`config.mk`:
```
export PLATFORM = sky130hd
export DESIGN_NAME = pc_sequencer_flat
export DESIGN_NICKNAME = d
export VERILOG_FILES = /design/src/rtl/pc_sequencer_if.sv /design/src/rtl/pc_sequencer.sv /design/src/flat_wrapper.sv
export SDC_FILE = /design/constraint.sdc
export NUM_CORES = 1
export LEC_CHECK = 0
export CAP_MARGIN = 0
export CELL_PAD_IN_SITES_DETAIL_PLACEMENT = 1
export CELL_PAD_IN_SITES_GLOBAL_PLACEMENT = 2
export CORE_MARGIN = 5
export CORE_UTILIZATION = 42
export CTS_CLUSTER_DIAMETER = 150
export DETAILED_ROUTE_END_ITERATION = 7
export DONT_BUFFER_PORTS = 1
export PLACE_DENSITY_LB_ADDON = 0.1
export SETUP_SLACK_MARGIN = 0.2
export SLEW_MARGIN = 20
export SYNTH_ARGS = -nofsm -noshare
export SYNTH_HDL_FRONTEND = slang
export SYNTH_SLANG_ARGS = --single-unit
```
`constraint.sdc`:
```
create_clock -name clk -period 3 [get_ports clk]
set_input_delay 0.6 -clock clk [delete_from_list [all_inputs] [get_ports clk]]
set_output_delay 0.6 -clock clk [all_outputs]
set_load 0.03 [all_outputs]
```
`src/rtl/pc_sequencer_if.sv`:
```
`default_nettype none
// ============================================================================
// Module      : pc_sequencer_if
// Description : Bus bundle between the instruction sequencer and the program
//               memory, instruction decoder and datapath of the Mini-CPU.
// Revision    : 1.0 - initial release
// ============================================================================
interface pc_sequencer_if #(
    parameter int PC_W = 9
);
    logic [11:0]     instr_in;
    logic [PC_W-1:0] prog_addr;
    logic [11:0]     ir;
    logic            exec_valid;
    logic            GOTO;
    logic            CALL;
    logic            RETLW;
    logic            SLEEP;
    logic            FSZ;
    logic            BTFSS;
    logic            alu_zero;
    logic            pcl_wr;
    logic [7:0]      pcl_data;
    logic            wake;
    logic            sleeping;
    logic [PC_W-1:0] stack_top;

    modport master (
        input  instr_in,
        input  GOTO, CALL, RETLW, SLEEP, FSZ, BTFSS,
        input  alu_zero, pcl_wr, pcl_data, wake,
        output prog_addr, ir, exec_valid, sleeping, stack_top
    );

    modport slave (
        output instr_in,
        output GOTO, CALL, RETLW, SLEEP, FSZ, BTFSS,
        output alu_zero, pcl_wr, pcl_data, wake,
        input  prog_addr, ir, exec_valid, sleeping, stack_top
    );
endinterface
`default_nettype wire

```
`src/rtl/pc_sequencer.sv`:
```
`default_nettype none
// ============================================================================
// Module      : pc_sequencer
// Description : Fetch/execute sequencer: program counter, instruction register,
//               two-level call stack, branches, skips and SLEEP/wake.
// Revision    : 1.0 - initial release
// ============================================================================
module pc_sequencer #(
    parameter int              PC_W      = 9,
    parameter logic [PC_W-1:0] RESET_VEC = {PC_W{1'b1}}
) (
    input  wire logic         clk,
    input  wire logic         rst_n,
    pc_sequencer_if.master    bus
);

    typedef enum logic [0:0] {
        MODE_RUN = 1'b0,
        MODE_SLP = 1'b1
    } mode_e;

    localparam logic [PC_W-1:0] c_pc_one = PC_W'(1);

    mode_e           mode_q, mode_d;
    logic [PC_W-1:0] pc_q, pc_d;
    logic [11:0]     ir_q, ir_d;
    logic            ir_valid_q, ir_valid_d;
    logic [PC_W-1:0] stack0_q, stack0_d;
    logic [PC_W-1:0] stack1_q, stack1_d;
    logic            sleeping_q, sleeping_d;

    logic [PC_W-1:0] w_pc_inc;
    logic            w_skip;

    assign w_pc_inc = pc_q + c_pc_one;
    assign w_skip   = (bus.FSZ & bus.alu_zero) | (bus.BTFSS & ~bus.alu_zero);

    // Rules are evaluated in strict priority; pc already points at the
    // return address while the CALL sits in ir.
    always_comb begin
        mode_d     = mode_q;
        pc_d       = pc_q;
        ir_d       = ir_q;
        ir_valid_d = ir_valid_q;
        stack0_d   = stack0_q;
        stack1_d   = stack1_q;

        if (mode_q == MODE_RUN) begin
            ir_d = bus.instr_in;
            if (!ir_valid_q) begin
                pc_d       = w_pc_inc;
                ir_valid_d = 1'b1;
            end else if (bus.GOTO) begin
                pc_d       = ir_q[PC_W-1:0];
                ir_valid_d = 1'b0;
            end else if (bus.CALL) begin
                stack1_d   = stack0_q;
                stack0_d   = pc_q;
                pc_d       = PC_W'(ir_q[7:0]);
                ir_valid_d = 1'b0;
            end else if (bus.RETLW) begin
                pc_d       = stack0_q;
                stack0_d   = stack1_q;
                ir_valid_d = 1'b0;
            end else if (bus.pcl_wr) begin
                pc_d       = PC_W'(bus.pcl_data);
                ir_valid_d = 1'b0;
            end else if (w_skip) begin
                pc_d       = w_pc_inc;
                ir_valid_d = 1'b0;
            end else if (bus.SLEEP) begin
                mode_d     = MODE_SLP;
                ir_valid_d = 1'b0;
            end else begin
                pc_d       = w_pc_inc;
                ir_valid_d = 1'b1;
            end
        end else begin
            // Leaving SLP with ir_valid low forces a fill cycle at pc.
            ir_valid_d = 1'b0;
            if (bus.wake) begin
                mode_d = MODE_RUN;
            end
        end

        sleeping_d = (mode_d == MODE_SLP);
    end

    always_ff @(posedge clk or negedge rst_n) begin
        if (!rst_n) begin
            mode_q     <= MODE_RUN;
            pc_q       <= RESET_VEC;
            ir_q       <= 12'h000;
            ir_valid_q <= 1'b0;
            stack0_q   <= '0;
            stack1_q   <= '0;
            sleeping_q <= 1'b0;
        end else begin
            mode_q     <= mode_d;
            pc_q       <= pc_d;
            ir_q       <= ir_d;
            ir_valid_q <= ir_valid_d;
            stack0_q   <= stack0_d;
            stack1_q   <= stack1_d;
            sleeping_q <= sleeping_d;
        end
    end

    assign bus.prog_addr  = pc_q;
    assign bus.ir         = ir_q;
    assign bus.exec_valid = ir_valid_q;
    assign bus.sleeping   = sleeping_q;
    assign bus.stack_top  = stack0_q;

endmodule
`default_nettype wire

```
`src/flat_wrapper.sv`:
```
// flat-port wrapper written by rule: the top's interface ports become plain ports
module pc_sequencer_flat 
#(
    parameter int              PC_W      = 9,
    parameter logic [PC_W-1:0] RESET_VEC = {PC_W{1'b1}}
)
  (clk, rst_n, bus_instr_in, bus_GOTO, bus_CALL, bus_RETLW, bus_SLEEP, bus_FSZ, bus_BTFSS, bus_alu_zero, bus_pcl_wr, bus_pcl_data, bus_wake, bus_prog_addr, bus_ir, bus_exec_valid, bus_sleeping, bus_stack_top);
  pc_sequencer_if #(.PC_W(PC_W)) bus_i ();
  input  wire logic clk;
  input  wire logic rst_n;
  input wire logic [$bits(bus_i.instr_in)-1:0] bus_instr_in;
  input wire logic [$bits(bus_i.GOTO)-1:0] bus_GOTO;
  input wire logic [$bits(bus_i.CALL)-1:0] bus_CALL;
  input wire logic [$bits(bus_i.RETLW)-1:0] bus_RETLW;
  input wire logic [$bits(bus_i.SLEEP)-1:0] bus_SLEEP;
  input wire logic [$bits(bus_i.FSZ)-1:0] bus_FSZ;
  input wire logic [$bits(bus_i.BTFSS)-1:0] bus_BTFSS;
  input wire logic [$bits(bus_i.alu_zero)-1:0] bus_alu_zero;
  input wire logic [$bits(bus_i.pcl_wr)-1:0] bus_pcl_wr;
  input wire logic [$bits(bus_i.pcl_data)-1:0] bus_pcl_data;
  input wire logic [$bits(bus_i.wake)-1:0] bus_wake;
  output wire logic [$bits(bus_i.prog_addr)-1:0] bus_prog_addr;
  output wire logic [$bits(bus_i.ir)-1:0] bus_ir;
  output wire logic [$bits(bus_i.exec_valid)-1:0] bus_exec_valid;
  output wire logic [$bits(bus_i.sleeping)-1:0] bus_sleeping;
  output wire logic [$bits(bus_i.stack_top)-1:0] bus_stack_top;
  assign bus_i.instr_in = bus_instr_in;
  assign bus_i.GOTO = bus_GOTO;
  assign bus_i.CALL = bus_CALL;
  assign bus_i.RETLW = bus_RETLW;
  assign bus_i.SLEEP = bus_SLEEP;
  assign bus_i.FSZ = bus_FSZ;
  assign bus_i.BTFSS = bus_BTFSS;
  assign bus_i.alu_zero = bus_alu_zero;
  assign bus_i.pcl_wr = bus_pcl_wr;
  assign bus_i.pcl_data = bus_pcl_data;
  assign bus_i.wake = bus_wake;
  assign bus_prog_addr = bus_i.prog_addr;
  assign bus_ir = bus_i.ir;
  assign bus_exec_valid = bus_i.exec_valid;
  assign bus_sleeping = bus_i.sleeping;
  assign bus_stack_top = bus_i.stack_top;
  pc_sequencer #(.PC_W(PC_W), .RESET_VEC(RESET_VEC)) u_core (.clk(clk), .rst_n(rst_n), .bus(bus_i));
endmodule
```
==> results.toml <==
[clock_tree]
clk_pin_slew_ps = 80
ctsResizeCount = 0
cts_buffers = 5
cts_tree = "yes"
h-tree-depth = 2
cts_post_setup_buffers_inserted = 0
clockBufferDepth = 2
clk_latency_ps = 300
cts_root_buf = "clkbuf_8"
cts_sinks = 41

[timing]
fin_crit_sh_pct = 68.9
setup_ws_ps = 934
slew-limit-headroom_pct = 48.8
fmax_mhz = 484
worstMarginPinSlew_ps = 757
layout_min_cycle_time_ps = 2070
hold_slack_ps = 134
hold_viol = 0
setup_tns_ps = 0
rsz0062_at_grt = "no"
maxSlewViolCount = 0
setup_viol = 0
fin_skew_ps = 6.14

[power_and_ir_drop]
power.leakage_nw = 0.927
ir_drop_v = 0.000505
p_per_area_mw_per_mm2 = 1180

[logic_synthesis]
synth_edf_count = 0
async_reset_ff_share_pct = 100
synth_fp_nets = 237
syn_inst = 205
netlist_area_sq_mm = 0.00228
ys_seq_area_share_pct = 45.5
ys.flop_type = "dfrtp_1"
ys_warn_count = 0
synth_area_per_cell_sq_um = 11.1
ys_ff_latch = 41
ys_types = 52

[grt]
overflow = 0
grt_pass1_wl_mm = 10.1
first_global_vias = 1840
antenna_found_initial = 0
track_usage_pct = 18.5
grt_max_degree = 33

[place]
portBuffers = 0
routabilityCongestion = 0.759
dp_slack_ps = 981
dp_hpwl_mm = 4.57

[floorplan]
die_h_um = 83.7
die_area_sq_mm = 0.00700
core_sq_mm = 0.00517
start_util_pct = 44.0
fp.dieW_um = 83.7
row_count = 26
ios = 63

[detailed_routing]
routed_wirelength_mm = 6.33
drc = 0
num_vias = 1684
drt-initial-drc-count = 80
drtAntennaViolNets = 0
wl_per_cell_um = 23.3
drt-pass1-iter-count = 4
via_per_inst = 6.19

[cells_and_area]
area_delta_synth_final_pct = 5.22
drive_gt1_share_pct = 26.2
diodes = 0
final_common_cell = "dfrtp_1"
num-nets-final = 233
final_cell_mix = "dfrtp_1 (32), mux2_2 (21), a21oi_1 (16), nor2_1 (16)"

[worst_setup_path]
cp-end-kind = "flop"
crit_arrival_ps = 2260
cp.required_ps = 3190
crit_chain = "ha_1 -> nand3_2 -> or4b_1 -> a21oi_1 -> a311oi_1"
cp_max_fo = 8
worstSetupStartpointType = "flop"
crit_buf_inv = 0
crit_family = "simple AND/OR/NAND/NOR gates"
cp_slowest_cell = "dfstp_2"
critPathMaxStageDelay_ps = 710
critPathKind = "reg -> reg"

[status]
status = "completed"

[job]
drv_cap = 0

[min_path]
worstHoldPathType = "in -> async"
[registers in the layout (all words and copies together) (netlist names)]
name / count
u_core.bus.stack_top: 9
u_core.mode_q: 1
u_core.bus.prog_addr: 9
u_core.bus.exec_valid: 1
u_core.bus.ir: 12
u_core.stack1_q: 9
[final timing paths]
| kind | startpoint | to | slack (ps) | cells after the start |
|---|---|---|---|---|
| worst min register to register | u_core.stack1_q[3] | u_core.stack1_q[3] | 510 | 1 |
| worst max register to register | u_core.bus.prog_addr[0] | u_core.bus.prog_addr[6] | 930 | 5 |
| max in group asynchronous | rst_n | u_core.bus.ir[7] | 2700 | 1 |
| worst min-delay path | rst_n | u_core.bus.stack_top[5] | 130 | 1 |
| min in group clk | bus_wake | u_core.mode_q | 390 | 1 |
| worst max-delay path | u_core.bus.prog_addr[0] | u_core.bus.prog_addr[6] | 930 | 5 |
[kinds of logic (layout without fill, tap and decap cells)]
family,Yosys count,after routing,share of synthesized area [%]
AND/OR/NAND/NOR,56,56,14.9
AO/OA/AOI/OAI,57,57,19.0
multiplexers,32,32,15.2
flip-flops,41,41,45.5
buffers and inverters,18,15,4.78
adder cells (fa/ha/maj),1,1,0.549
[layer usage]
metal  routed length [um]  GRT usage (%)
met5                    0              0
met4                  110           5.99
met3                  409           6.52
met2                 3260           31.6
met1                 2550           21.5
[cell usage after synthesis (2+ instances only)]
library cell	n	area [sq um]
mux2_2	21	236
o211ai_1	4	30.0
a311oi_1	2	17.5
o21ai_0	11	55.1
dfstp_2	9	236
and3_1	2	12.5
inv_1	3	11.3
nor2_1	16	60.1
mux2i_1	11	110
a31oi_1	2	12.5
nor3_1	4	20.0
buf_2	6	30.0
nand3b_1	2	15.0
nor2b_1	3	18.8
nand4_1	3	18.8
clkbuf_1	3	11.3
nand3_1	4	20.0
buf_6	4	45.0
o311ai_2	3	48.8
dfrtp_1	32	801
a221o_1	4	40.0
a21oi_1	16	80.1
a2bb2oi_2	2	30.0
nand2b_4	2	27.5
nand2_1	9	33.8
[power breakdown]
group,internal [mW],switching [mW]
Combinational,0.456,0.462
Sequential,0.850,0.700
Clock,0.160,0.193
[cell type report]
class | instances | area, sq um
clock buffer | 5 | 68.8
tap | 70 | 87.6
sequential | 41 | 1040
multi-input combinational | 146 | 1130
timing repair buffer | 4 | 42.5
fill | 573 | 2780
clock inverter | 3 | 17.5
inverter | 3 | 11.3
[through the flow]
step                std cells  power (mW)  cell area [sq um]  util [%]
detailed placement        263        2.48               2290      44.3
finish                    272        2.82               2400      46.3
global placement          263        2.41               2290      44.3
floorplan                 205        2.22               2280         -
CTS                       272        2.85               2400      46.3
global route              272        3.00               2400      46.3
[timing repair]
action                                  CTS  global route
hold buffers                              1             0
endpoints found under the setup margin    0             0
hold endpoints to repair                 32             0
Power figures use the tool's default switching activity.
